### config.mk
export PLATFORM = sky130hd
export DESIGN_NAME = pipeline_hazard_ctrl
export DESIGN_NICKNAME = d
export VERILOG_FILES = /design/src/rtl/pipeline_hazard_ctrl.sv
export SDC_FILE = /design/constraint.sdc
export NUM_CORES = 1
export LEC_CHECK = 0
export ABC_AREA = 1
export CAP_MARGIN = 20
export CORE_MARGIN = 2
export CORE_UTILIZATION = 53
export DETAILED_ROUTE_END_ITERATION = 8
export PLACE_DENSITY = 0.81
export SKIP_CTS_REPAIR_TIMING = 1
export SLEW_MARGIN = 25
export SYNTH_ARGS = -nofsm -noshare
export SYNTH_HDL_FRONTEND = slang
export SYNTH_SLANG_ARGS = --single-unit
export TNS_END_PERCENT = 1
### constraint.sdc
create_clock -name clk -period 4.46 [get_ports clk]
set_input_delay 1.115 -clock clk [delete_from_list [all_inputs] [get_ports clk]]
set_output_delay 1.115 -clock clk [all_outputs]
set_load 0.01 [all_outputs]
### src/rtl/pipeline_hazard_ctrl.sv
// Stall/flush sequencer for the RV64 pipeline. Memory-wait, branch-flush and
// load-use hazards are resolved in a fixed priority each cycle.
module pipeline_hazard_ctrl #(
  parameter int unsigned MEM_TIMEOUT = 255,
  parameter int unsigned CNT_W       = 32
) (
  input  logic             clk,
  input  logic             reset,
  input  logic [4:0]       Rs1D,
  input  logic [4:0]       Rs2D,
  input  logic [4:0]       RD_E,
  input  logic             MemReadE,
  input  logic             MemReadM,
  input  logic             MemWriteM,
  input  logic             PCSrcM,
  input  logic             dmem_ready,
  output logic             dmem_req,
  output logic             StallF,
  output logic             StallD,
  output logic             StallE,
  output logic             StallM,
  output logic             FlushD,
  output logic             FlushE,
  output logic             FlushM,
  output logic             FlushW,
  output logic             mem_timeout_err,
  output logic [CNT_W-1:0] stall_count,
  output logic [CNT_W-1:0] flush_count
);

  typedef enum logic [1:0] {
    RUN      = 2'd0,
    MEM_WAIT = 2'd1,
    ERROR    = 2'd2
  } state_t;

  state_t           r_state;
  logic [7:0]       r_wait_cnt;
  logic             r_err;
  logic [CNT_W-1:0] r_stall_cnt;
  logic [CNT_W-1:0] r_flush_cnt;

  logic       w_memop;
  logic       w_in_err;
  logic       w_mem_stall;
  logic       w_hold_all;
  logic       w_branch;
  logic       w_load_use;
  logic       w_stall_front;
  logic       w_timeout;
  logic [8:0] w_wait_next;

  assign w_memop     = MemReadM | MemWriteM;
  assign w_in_err    = (r_state == ERROR);
  assign w_mem_stall = !w_in_err && w_memop && !dmem_ready;
  assign w_hold_all  = w_in_err || w_mem_stall;

  // Lower-priority hazards are masked by any higher one; a held MEM stage
  // re-presents its branch once the memory access completes.
  assign w_branch   = !w_hold_all && PCSrcM;
  assign w_load_use = !w_hold_all && !PCSrcM && MemReadE && (RD_E != 5'd0) &&
                      ((RD_E == Rs1D) || (RD_E == Rs2D));

  assign w_stall_front = w_hold_all || w_load_use;
  assign w_wait_next   = {1'b0, r_wait_cnt} + 9'd1;
  assign w_timeout     = w_mem_stall && (w_wait_next == 9'(MEM_TIMEOUT));

  // While reset is high every stage is bubbled and nothing is held.
  assign StallF   = !reset && w_stall_front;
  assign StallD   = !reset && w_stall_front;
  assign StallE   = !reset && w_hold_all;
  assign StallM   = !reset && w_hold_all;
  assign FlushD   = reset || w_branch;
  assign FlushE   = reset || w_branch || w_load_use;
  assign FlushM   = reset || w_branch;
  assign FlushW   = reset || w_hold_all;
  assign dmem_req = !reset && !w_in_err && w_memop;

  assign mem_timeout_err = r_err;
  assign stall_count     = r_stall_cnt;
  assign flush_count     = r_flush_cnt;

  always_ff @(posedge clk or posedge reset) begin
    if (reset) begin
      r_state     <= RUN;
      r_wait_cnt  <= 8'd0;
      r_err       <= 1'b0;
      r_stall_cnt <= '0;
      r_flush_cnt <= '0;
    end else begin
      // NOTE: non-blocking updates so every decision below uses pre-edge state.
      r_wait_cnt <= w_mem_stall ? w_wait_next[7:0] : 8'd0;

      case (r_state)
        RUN, MEM_WAIT: begin
          if (w_timeout) begin
            r_state <= ERROR;
            r_err   <= 1'b1;
          end else if (w_mem_stall) begin
            r_state <= MEM_WAIT;
          end else begin
            r_state <= RUN;
          end
        end
        ERROR:   r_state <= ERROR;
        default: r_state <= RUN;
      endcase

      if (w_stall_front && (r_stall_cnt != '1))
        r_stall_cnt <= r_stall_cnt + CNT_W'(1);
      if (w_branch && (r_flush_cnt != '1))
        r_flush_cnt <= r_flush_cnt + CNT_W'(1);
    end
  end

endmodule

### Word-level counts from Yosys, hierarchy flattened

Index checks and enable logic that the tools add are counted.
Widths: inputs -> output; s select.

| cells by class | value |
|---|---|
| mux-type cells | 4 |
| reductions and logical operators | 29 |
| add/sub/neg operators | 3 |
| div/mod/pow operators | 0 |
| shift-type cells | 0 |
| eq/ne operators | 7 |
| bitwise gates (word level) | 1 |
| magnitude comparators | 0 |
| multipliers | 0 |

Operators by type and width:

| operator | count |
|---|---|
| $add 32x1->32 const B | 2 |
| $ne 32x32->1 const B | 2 |
| $logic_and 1x1->1 | 14 |
| $eq 5x5->1 | 2 |
| $add 8x1->9 const B | 1 |
| $eq 9x8->1 const B | 1 |
| $mux 8 | 1 |
| $logic_or 1x1->1 | 6 |
| $logic_not 1->1 | 5 |
| $reduce_bool 5->1 | 1 |
| $pmux 2 s2 | 1 |
| $eq 2x1->1 const B | 1 |
| $eq 2x2->1 const B | 1 |
| $logic_not 2->1 | 1 |
| $mux 2 | 1 |
| $reduce_and 2->1 | 1 |
| $reduce_or 2->1 | 1 |
| $mux 1 | 1 |
| $or 1x1->1 | 1 |

| word-level totals | value |
|---|---|
| latch bits | 0 |
| output and inout bits | 74 |
| word-level logic and storage cells | 49 |
| memories | 0 |
| memory bits (writable) | 0 |
| bits in registers | 75 |
| input bits | 22 |
| bits in read-only memories | 0 |

### Logic depth before layout (Yosys ltp)

Gate-level depths: netlist of run 1.

| logic depth | value |
|---|---|
| word-level depth | 12 |
| gate-level depth with buffers | 12 |
| depth with buffers taken out | 11 |

### Worst setup path before layout of run 1

No wires, ideal clock.

| timing path | value |
|---|---|
| path type | input-to-output |
| start point | input port reset |
| end point | output port FlushM |
| data arrival time | 3.334 ns |
| setup slack | 0.011 ns |
| stages | 3 |
| data required time | 3.345 ns |
| path buffers | 1 |
| cell sequence | inv_1 > nand2_1 > buf_4 |

| on the way | value |
|---|---|
| cells in the longest elaborated chain, start to end | 1 |

RTL lines:

| element | RTL line | text |
|---|---|---|
| from (decl) | 8 | `input logic reset,` |
| $logic_or 1x1->1 | -- |  |
| to (decl) | 24 | `output logic FlushM,` |

Every way passes these cells.

### Final worst setup path of run 1

| timing path | value |
|---|---|
| start point | input port MemWriteM |
| end point | output port StallD |

| on the way | value |
|---|---|
| cells in the longest elaborated chain, start to end | 11 |

RTL lines:

| element | RTL line | text |
|---|---|---|
| from (decl) | 14 | `input logic MemWriteM,` |
| $or 1x1->1 * | 53 | `assign w_memop = MemReadM \| MemWriteM;` |
| $logic_and 1x1->1 * (2 in series) | 55 | `assign w_mem_stall = !w_in_err && w_memop && !dmem_ready;` |
| $logic_or 1x1->1 * | 56 | `assign w_hold_all = w_in_err \|\| w_mem_stall;` |
| $logic_not 1->1 | 61 | `assign w_load_use = !w_hold_all && !PCSrcM && MemReadE && (RD_E != 5'd0) &&` |
| $logic_and 1x1->1 (4 in series) | 61 |  |
| $logic_or 1x1->1 * | 64 | `assign w_stall_front = w_hold_all \|\| w_load_use;` |
| $logic_and 1x1->1 * | 70 | `assign StallD = !reset && w_stall_front;` |
| to (decl) | 19 | `output logic StallD,` |

Mark *: on every way between the ends. The rest lies on a longest branch, timed or not.

==> impl_metrics.env, run 1 <==
export IMPL_outcome="complete, no violations"
export IMPL_setup_tns_ns=0
export IMPL_seq_area_frac_synth_pct=37.2
export IMPL_final_period_minus_worst_setup_slack_ns=4.11
export IMPL_final_setup_skew_ns=0.0124
export IMPL_worst_slack_ns=0.352
export IMPL_design_die_area_um2=10300
export IMPL_drt_antenna_net_count=0
export IMPL_holdCritPathClass="flip-flop to flip-flop"
export IMPL_fmax_mhz=243
export IMPL_met2_length_um=6290
export IMPL_grt_pass1_vias=4940
export IMPL_drt_total_wl_um=13100
export IMPL_clockPowerShare_pct=42.3
export IMPL_worst_setup_end_kind="primary output"
export IMPL_worst_ir_drop_vdd_uv=138
export IMPL_areal_power_density_over_the_cells_nw_per_um2=206
export IMPL_worst_hold_slack_ns=0.486
export IMPL_finalCritPeriodShare_pct=92.1
export IMPL_num_nets_final=877
export IMPL_tritoncts="done"
export IMPL_max_slew_worst_pin_slew_ns=0.685
export IMPL_clock_tree_root_cell="sky130_fd_sc_hd__clkbuf_8"
export IMPL_clkSinkCount=75
export IMPL_grt_max_degree=76
export IMPL_vertical_die_dimension_um=102
export IMPL_slew_viol_final=0
export IMPL_wire_length_of_the_first_global_routing_pass_um=22000
export IMPL_synth_edf_count=0
export IMPL_netlist_area_um2=5040
export IMPL_placement_rows=35
export IMPL_synthTopCellsByArea="sky130_fd_sc_hd__dfrtp_1 37%, sky130_fd_sc_hd__nand2_1 24%, sky130_fd_sc_hd__nor2_1 8.0%"
export IMPL_place_gp_congestion=0.909
export IMPL_dr_first_iter_drc_count=289
export IMPL_placement_setup_worst_slack_ns=0.355
export IMPL_cell_internal_pwr_uw=982
export IMPL_detailroute_via_count=5150
export IMPL_setup_violating_endpoint_count_in_the_final_report=0
export IMPL_finalPower_mw=1.28
export IMPL_globalRouteTotalUtil_pct=26.6
export IMPL_place_port_buffers=95
export IMPL_clk_pin_slew_worst_paths_ns=0.07
export IMPL_initial_utilization_pct=54.6
export IMPL_clock_tree_htree_level_count=3
export IMPL_cells_after_synth=760
export IMPL_synth_common_cells="322 x sky130_fd_sc_hd__nand2_1, 108 x sky130_fd_sc_hd__nor2_1, 75 x sky130_fd_sc_hd__dfrtp_1"
export IMPL_max_cap_violations=0
export IMPL_ys_warnings_count=0
export IMPL_clk_latency_ns=0.36
export IMPL_p_comb_share_pct=4.8
export IMPL_p_sw_uw=301
export IMPL_maxUsedRoutingLayer="met4"
export IMPL_synthToLayoutAreaGrowth_pct=23.7
export IMPL_detail_route_wirelength_met1_um=5780
export IMPL_grt_overflow=0
export IMPL_synth_cell_type_count=27
export IMPL_setup_repair_after_global_routing_missed_its_margin="no"
export IMPL_ys_seq_elements=75
export IMPL_switching_share_pct=23.4
export IMPL_synth_top_area_cell="sky130_fd_sc_hd__dfrtp_1"
export IMPL_hold_violations=0
export IMPL_slew_limit_headroom_pct=54.3
export IMPL_syn_area_per_cell_um2=6.64
export IMPL_core_area_um2=9240
export IMPL_critical_path_class="primary input to primary output"
export IMPL_cts_root_to_sink_buffers=2
export IMPL_synth_async_reset_ratio_pct=100
export IMPL_critical_path_peak_fanout=9
export IMPL_layout_drive_gt1_share_pct=4.21
export IMPL_cp_start_kind="primary input"
export IMPL_share_seq_of_total_power_pct=53.0
export IMPL_initial_antenna_violation_count=0
export IMPL_cts_buffers=9
export IMPL_synth_most_common_cell="sky130_fd_sc_hd__nand2_1"
export IMPL_remaining_drc_errors=0
export IMPL_die_x_um=102
export IMPL_routed_length_per_placed_instance_um=13.3
export IMPL_area_share_of_the_largest_cell_type_after_synthesis_pct=37.2
export IMPL_leakage_nw=2.91
export IMPL_dpl_hpwl_um=9740
export IMPL_synth_top_flop_cell="sky130_fd_sc_hd__dfrtp_1"
export IMPL_required_ns=3.35
export IMPL_worst_ep_arrival_time_ns=2.99
export IMPL_antenna_cells_inserted=0
export IMPL_io_pins=96
export IMPL_synth_fp_nets=786
export IMPL_met3WireLength_um=758
export IMPL_drt_pass1_iter_count=5
export IMPL_final_core_utilization_pct=67.5
export IMPL_drt_vias_per_instance=5.23
## flip-flops by register name, summed over array words and instances, names as in the netlist
register and count:
mem_timeout_err 1, flush_count 32, stall_count 32, r_state 2, r_wait_cnt 8
## worst max-delay path, stage by stage
cell	delay (ns)
sky130_fd_sc_hd__clkdlybuf4s50_1	0.39
sky130_fd_sc_hd__or2_1	0.27
sky130_fd_sc_hd__nand3b_4	0.14
sky130_fd_sc_hd__nand2_2	0.11
sky130_fd_sc_hd__nor2_2	0.14
sky130_fd_sc_hd__nand2_2	0.10
sky130_fd_sc_hd__a21oi_1	0.17
sky130_fd_sc_hd__clkdlybuf4s50_1	0.56
## metal layers
layer / vias up / GRT usage [%]
li1: 2549 / -
met1: 2404 / 34.5
met2: 178 / 44.3
met3: 19 / 4.28
met4: 0 / 11.1
met5: - / 0
## final cells by class
type / instances / area (µm²)
fillers: 781 / 3000
well taps: 129 / 161
clock buffers: 10 / 138
multi-input cells: 606 / 2800
inverters: 62 / 235
clock inverters: 6 / 63.8
flip-flops and latches: 75 / 1880
repair buffers: 97 / 970
## placed cells by master (no fill, tap or decap), types with 4 or more instances in the layout
| master | count |
|---|---|
| sky130_fd_sc_hd__nand2_1 | 322 |
| sky130_fd_sc_hd__nor2_1 | 108 |
| sky130_fd_sc_hd__clkdlybuf4s50_1 | 95 |
| sky130_fd_sc_hd__dfrtp_1 | 75 |
| sky130_fd_sc_hd__inv_1 | 59 |
| sky130_fd_sc_hd__nand3_1 | 53 |
| sky130_fd_sc_hd__xor2_1 | 29 |
| sky130_fd_sc_hd__nand3b_1 | 17 |
| sky130_fd_sc_hd__nor3_1 | 14 |
| sky130_fd_sc_hd__xnor2_1 | 13 |
| sky130_fd_sc_hd__o21ai_1 | 10 |
| sky130_fd_sc_hd__clkbuf_8 | 10 |
| sky130_fd_sc_hd__nand4_1 | 9 |
| sky130_fd_sc_hd__o21ai_0 | 7 |
| sky130_fd_sc_hd__nor2_2 | 6 |
| sky130_fd_sc_hd__nand2_2 | 4 |
| sky130_fd_sc_hd__ha_1 | 4 |
## through the flow
step / instance area (µm²) / cells
final: 6240 / 985
after global routing: 6240 / 985
after CTS: 6240 / 985
after detailed placement: 6040 / 969
after global placement: 6040 / 969
after floorplan: 5040 / 760
## worst paths after layout
kind | from | end | slack (ns) | cells past startpoint
max reg2reg | flush_count[0] | flush_count[7] | 2.11 | 10
min | mem_timeout_err | mem_timeout_err | 0.49 | 2
max | MemWriteM | StallD | 0.35 | 8
max in group asynchronous | reset | flush_count[16] | 2.59 | 3
min reg2reg | mem_timeout_err | mem_timeout_err | 0.49 | 2
min in group asynchronous | reset | r_wait_cnt[6] | 1.37 | 3
## kinds of logic (layout without fill, tap and decap cells)
kind of cell	Yosys count	count (layout)	synth area share [%]
adder cells (fa/ha/maj)	4	4	0.992
buffers and inverters	79	175	7.37
AO/OA/AOI/OAI	19	19	1.88
flip-flops	75	75	37.2
AND/OR/NAND/NOR	541	541	45.3
XOR/XNOR	42	42	7.29
## power groups by stage
stage / Clock [mW] / Sequential, mW / Combinational [mW]
floorplan: 0 / 0.693 / 0.0283
global placement: 0 / 0.693 / 0.0599
detailed placement: 0 / 0.693 / 0.0619
CTS: 0.551 / 0.679 / 0.0621
global route: 0.578 / 0.679 / 0.0686
finish: 0.542 / 0.679 / 0.0612
Power figures use the tool's default switching activity.
==> inputs of run 2 (changes only) <==
- CORE_ASPECT_RATIO: unset -> 0.5
==> run 2 against run 1 <==
Effect of this change: via count shrank 2.3%; clock power up 24%; first-iteration DRC count up 3.8%; combinational power down 2%; sequential share of layout area decreased by 0.30 points; largest power group unchanged.
==> impl_metrics.env, run 2 (synthesis gave the netlist of run 1 again) <==
export IMPL_outcome="complete, no violations"
export IMPL_worst_hold_slack_ns=0.468
export IMPL_clk_pin_slew_worst_paths_ns=0.05
export IMPL_critical_path_max_stage_delay_ns=0.56
export IMPL_layout_filler_cells=818
export IMPL_holdCritPathClass="flip-flop to flip-flop"
export IMPL_placement_rows=25
export IMPL_clk_latency_ns=0.34
export IMPL_grt_overflow=0
export IMPL_layout_cells_most_common="sky130_fd_sc_hd__nand2_1"
export IMPL_place_port_buffers=95
export IMPL_drt_vias_per_instance=5.15
export IMPL_areal_power_density_over_the_cells_nw_per_um2=224
export IMPL_num_nets_final=877
export IMPL_initial_utilization_pct=53.9
export IMPL_cts_buffers=9
export IMPL_worst_ir_drop_vdd_uv=178
export IMPL_critical_path_peak_fanout=9
export IMPL_synthToLayoutAreaGrowth_pct=25.0
export IMPL_worst_ep_arrival_time_ns=3.00
export IMPL_hold_path_depth=2
export IMPL_io_pins=96
export IMPL_initial_antenna_violation_count=0
export IMPL_final_setup_skew_ns=0.00595
export IMPL_worst_setup_end_kind="primary output"
export IMPL_routed_length_per_placed_instance_um=13.0
export IMPL_detailroute_via_count=5029
export IMPL_die_x_um=142
export IMPL_max_slew_worst_pin_slew_ns=0.682
export IMPL_remaining_drc_errors=0
export IMPL_dr_first_iter_drc_count=300
export IMPL_finalCritPeriodShare_pct=92.2
export IMPL_grt_max_degree=76
export IMPL_core_area_um2=9350
export IMPL_tritoncts="done"
export IMPL_setup_repair_after_global_routing_missed_its_margin="no"
export IMPL_cpLargestDelayFamily="buffers and inverters"
export IMPL_fmax_mhz=243
export IMPL_final_core_utilization_pct=67.4
export IMPL_leakage_nw=2.95
export IMPL_setup_violating_endpoint_count_in_the_final_report=0
export IMPL_dpl_hpwl_um=9340
export IMPL_clock_tree_root_cell="sky130_fd_sc_hd__clkbuf_16"
export IMPL_cp_depth=8
export IMPL_slew_limit_headroom_pct=54.5
export IMPL_antenna_cells_inserted=0
export IMPL_globalRouteMet1Util_pct=32.7
export IMPL_required_ns=3.35
export IMPL_critical_path_class="primary input to primary output"
export IMPL_cts_root_to_sink_buffers=2
export IMPL_place_gp_congestion=0.936
export IMPL_vertical_die_dimension_um=73.0
export IMPL_cp_start_kind="primary input"
export IMPL_globalRouteMet3Util_pct=4.72
export IMPL_critical_path_cell_chain="clkdlybuf4s50_1, or2_1, nand3b_4, nand2_2, nor2_2, nand2_2, a21oi_1, clkdlybuf4s50_1"
export IMPL_finalPower_mw=1.41
export IMPL_slew_viol_final=0
export IMPL_clock_tree_htree_level_count=3
export IMPL_drt_total_wl_um=12700
export IMPL_setup_tns_ns=0
export IMPL_placed_cells_incl_taps=961
export IMPL_global_route_usage_met2_pct=45.2
export IMPL_drt_pass1_iter_count=6
export IMPL_max_cap_violations=0
export IMPL_fin_cells=977
export IMPL_worst_r2r_cell_count=10
export IMPL_final_cell_mix="322 x sky130_fd_sc_hd__nand2_1, 108 x sky130_fd_sc_hd__nor2_1, 95 x sky130_fd_sc_hd__clkdlybuf4s50_1"
export IMPL_globalRouteTotalUtil_pct=25.8
export IMPL_cp_buffers_inverters=2
export IMPL_grt_pass1_vias=4616
export IMPL_drt_antenna_net_count=0
export IMPL_busiest_layer="met2"
export IMPL_hold_violations=0
export IMPL_cpMaxStageDelayCell="sky130_fd_sc_hd__clkdlybuf4s50_1"
export IMPL_wire_length_of_the_first_global_routing_pass_um=21200
export IMPL_design_die_area_um2=10400
export IMPL_layout_drive_gt1_share_pct=3.86
export IMPL_final_period_minus_worst_setup_slack_ns=4.11
export IMPL_clkSinkCount=75
-- run 2: cell count changes in the layout (fill, tap and decap cells not counted) --
cell and delta:
sky130_fd_sc_hd__clkbuf_16 +9, sky130_fd_sc_hd__clkbuf_8 -8, sky130_fd_sc_hd__clkbuf_1 +3, sky130_fd_sc_hd__clkinvlp_4 -2
sky130_fd_sc_hd__bufinv_16 -1, sky130_fd_sc_hd__clkinv_2 +1, sky130_fd_sc_hd__inv_2 -1, sky130_fd_sc_hd__inv_6 -1
-- run 2: per-stage QoR --
| step | cell area, µm² | worst slack, ns |
|---|---|---|
| after floorplan | 5040 | 0.0110 |
| after global placement | 6030 | 0.394 |
| after detailed placement | 6030 | 0.343 |
| after CTS | 6300 | 0.341 |
| after global routing | 6300 | 0.225 |
| final | 6300 | 0.349 |
-- run 2: power breakdown --
group | switching [mW] | internal [mW] | total [mW]
Combinational | 0.0306 | 0.0293 | 0.0599
Clock | 0.269 | 0.406 | 0.674
Sequential | 0 | 0.681 | 0.681
-- run 2: worst paths after layout --
path / to / startpoint / slack (ns)
min: mem_timeout_err / mem_timeout_err / 0.47
max: StallD / MemWriteM / 0.35
min reg2reg: mem_timeout_err / mem_timeout_err / 0.47
min in group asynchronous: r_wait_cnt[7] / reset / 1.40
max in group asynchronous: stall_count[1] / reset / 2.59
max reg2reg: flush_count[7] / flush_count[0] / 2.14
-- run 2: worst register-to-register path, cell delays in order, from the launching register on --
cell	delay [ns]
sky130_fd_sc_hd__dfrtp_1	0.43
sky130_fd_sc_hd__ha_1	0.25
sky130_fd_sc_hd__inv_2	0.08
sky130_fd_sc_hd__nor2_2	0.18
sky130_fd_sc_hd__nand2_1	0.15
sky130_fd_sc_hd__nor2_1	0.15
sky130_fd_sc_hd__nand2_1	0.10
sky130_fd_sc_hd__nand2_2	0.37
sky130_fd_sc_hd__inv_4	0.25
sky130_fd_sc_hd__o21ai_0	0.15
sky130_fd_sc_hd__o21ai_1	0.08
-- run 2: final cells by class --
cell class	instances	area, µm²	area share, %
tap	121	151	2.40
timing repair buffer	97	970	15.4
sequential	75	1880	29.8
multi-input combinational	606	2800	44.4
clock buffer	14	264	4.19
clock inverter	2	10.0	0.159
inverter	62	236	3.75
-- run 2: per-layer routing --
layer	up-vias	wire [µm]
met5	-	0
li1	2549	-
met4	0	222
met1	2290	5580
met3	23	803
met2	167	6110
==> inputs of run 3 (changes only) <==
- REMOVE_ABC_BUFFERS: unset -> 1
==> run 3 against run 2 <==
Effect of this change: design area is 0.24% higher; highest routed layer unchanged; largest cell class unchanged; global-route usage is 0.073 points higher; cell count stayed put; routed wire length is 0.84% lower; fmax is 0.16% higher; register-to-register slack hardly changed; core utilization is 0.16 points higher; largest power group is now the clock network; critical path depth stayed put.
==> impl_metrics.env, run 3 (synthesis gave the netlist of run 1 again) <==
export IMPL_outcome="complete, no violations"
export IMPL_share_seq_of_total_power_pct=46.7
export IMPL_drt_antenna_net_count=0
export IMPL_layout_cells_most_common="sky130_fd_sc_hd__nand2_1"
export IMPL_globalRouteTotalUtil_pct=25.9
export IMPL_critical_path_peak_fanout=9
export IMPL_clock_tree_root_cell="sky130_fd_sc_hd__clkbuf_16"
export IMPL_detailroute_via_count=4994
export IMPL_switching_share_pct=20.5
export IMPL_place_port_buffers=95
export IMPL_fmax_mhz=244
export IMPL_placement_rows=25
export IMPL_worst_ir_drop_vdd_uv=226
export IMPL_clockPowerShare_pct=49.1
export IMPL_final_cell_mix="322 x sky130_fd_sc_hd__nand2_1, 108 x sky130_fd_sc_hd__nor2_1, 95 x sky130_fd_sc_hd__clkdlybuf4s50_1"
export IMPL_finalPower_mw=1.46
export IMPL_clock_tree_htree_level_count=3
export IMPL_holdCritPathClass="flip-flop to flip-flop"
export IMPL_clk_pin_slew_worst_paths_ns=0.05
export IMPL_max_cap_violations=0
export IMPL_grt_overflow=0
export IMPL_routed_length_per_placed_instance_um=12.9
export IMPL_setup_repair_after_global_routing_missed_its_margin="no"
export IMPL_grt_max_degree=76
export IMPL_areal_power_density_over_the_cells_nw_per_um2=230
export IMPL_critical_path_class="primary input to primary output"
export IMPL_worst_ep_arrival_time_ns=2.99
export IMPL_initial_antenna_violation_count=0
export IMPL_cp_start_kind="primary input"
export IMPL_wire_length_of_the_first_global_routing_pass_um=21300
export IMPL_cts_buffers=9
export IMPL_core_area_um2=9350
export IMPL_drt_total_wl_um=12600
export IMPL_design_die_area_um2=10400
export IMPL_die_x_um=142
export IMPL_layout_drive_gt1_share_pct=3.74
export IMPL_finalCritPeriodShare_pct=92.0
export IMPL_final_period_minus_worst_setup_slack_ns=4.10
export IMPL_layout_filler_cells=804
export IMPL_synthToLayoutAreaGrowth_pct=25.3
export IMPL_worst_setup_end_kind="primary output"
export IMPL_io_pins=96
export IMPL_drt_vias_per_instance=5.11
export IMPL_final_area_um2=6320
export IMPL_tritoncts="done"
export IMPL_slew_viol_final=0
export IMPL_place_gp_congestion=0.899
export IMPL_p_comb_share_pct=4.1
export IMPL_slew_limit_headroom_pct=55.2
export IMPL_p_sw_uw=298
export IMPL_setup_tns_ns=0
export IMPL_final_setup_skew_ns=0.00876
export IMPL_initial_utilization_pct=53.9
export IMPL_drt_pass1_iter_count=6
export IMPL_required_ns=3.35
export IMPL_dpl_hpwl_um=9150
export IMPL_vertical_die_dimension_um=73.0
export IMPL_hold_violations=0
export IMPL_clkSinkCount=75
export IMPL_placement_cell_area_um2=6030
export IMPL_dr_first_iter_drc_count=311
export IMPL_cts_root_to_sink_buffers=2
export IMPL_setup_violating_endpoint_count_in_the_final_report=0
export IMPL_grt_pass1_vias=4710
export IMPL_max_slew_worst_pin_slew_ns=0.672
export IMPL_antenna_cells_inserted=0
export IMPL_leakage_nw=2.95
export IMPL_remaining_drc_errors=0
export IMPL_cell_internal_pwr_mw=1.16
export IMPL_clk_latency_ns=0.34
export IMPL_num_nets_final=877
==> run 3: path summary, 6_finish.rpt <==
kind / startpoint / end / slack, ns / cells past startpoint
max: MemWriteM / StallF / 0.36 / 8
min: mem_timeout_err / mem_timeout_err / 0.46 / 2
max reg2reg: flush_count[0] / flush_count[27] / 2.13 / 10
min reg2reg: mem_timeout_err / mem_timeout_err / 0.46 / 2
max in group asynchronous: reset / stall_count[19] / 2.60 / 3
min in group asynchronous: reset / stall_count[31] / 1.42 / 3
==> run 3: layer usage <==
| layer | track usage (%) | wire length, µm |
|---|---|---|
| met5 | 0 | 0 |
| met2 | 46.4 | 6150 |
| met3 | 5.77 | 604 |
| met4 | 7.67 | 228 |
| met1 | 31.9 | 5630 |
==> run 3: power groups by stage <==
| stage | logic, mW | clock network [mW] | registers (mW) |
|---|---|---|---|
| 5_1_grt | 0.0675 | 0.753 | 0.680 |
| 3_5_place_dp | 0.0613 | 0 | 0.693 |
| 4_1_cts | 0.0614 | 0.722 | 0.681 |
| 6_report | 0.0600 | 0.716 | 0.681 |
| 3_3_place_gp | 0.0597 | 0 | 0.693 |
| 2_1_floorplan | 0.0264 | 0 | 0.693 |
==> run 3: cell type report <==
| type | instances | area, µm² | area share [%] |
|---|---|---|---|
| tap | 121 | 151 | 2.40 |
| clock buffer | 14 | 254 | 4.02 |
| sequential | 75 | 1880 | 29.7 |
| clock inverter | 2 | 35.0 | 0.554 |
| inverter | 62 | 236 | 3.74 |
| multi-input combinational | 606 | 2800 | 44.2 |
| timing repair buffer | 97 | 970 | 15.3 |
==> run 3: critical path: stages <==
cell	delay, ns
sky130_fd_sc_hd__clkdlybuf4s50_1	0.40
sky130_fd_sc_hd__or2_1	0.27
sky130_fd_sc_hd__nand3b_4	0.15
sky130_fd_sc_hd__nand2_2	0.11
sky130_fd_sc_hd__nor2_2	0.13
sky130_fd_sc_hd__nand2_2	0.09
sky130_fd_sc_hd__a21oi_1	0.17
sky130_fd_sc_hd__clkdlybuf4s50_1	0.56
==> run 3: through the flow <==
stage,utilization (%),instances,hold slack (ns),setup WS (ns)
2_1_floorplan,-,743,0.452,0.153
3_3_place_gp,64.4,961,0.455,0.380
3_5_place_dp,64.4,961,0.456,0.343
4_1_cts,67.5,977,0.467,0.335
5_1_grt,67.6,977,0.524,0.228
6_report,67.6,977,0.464,0.355
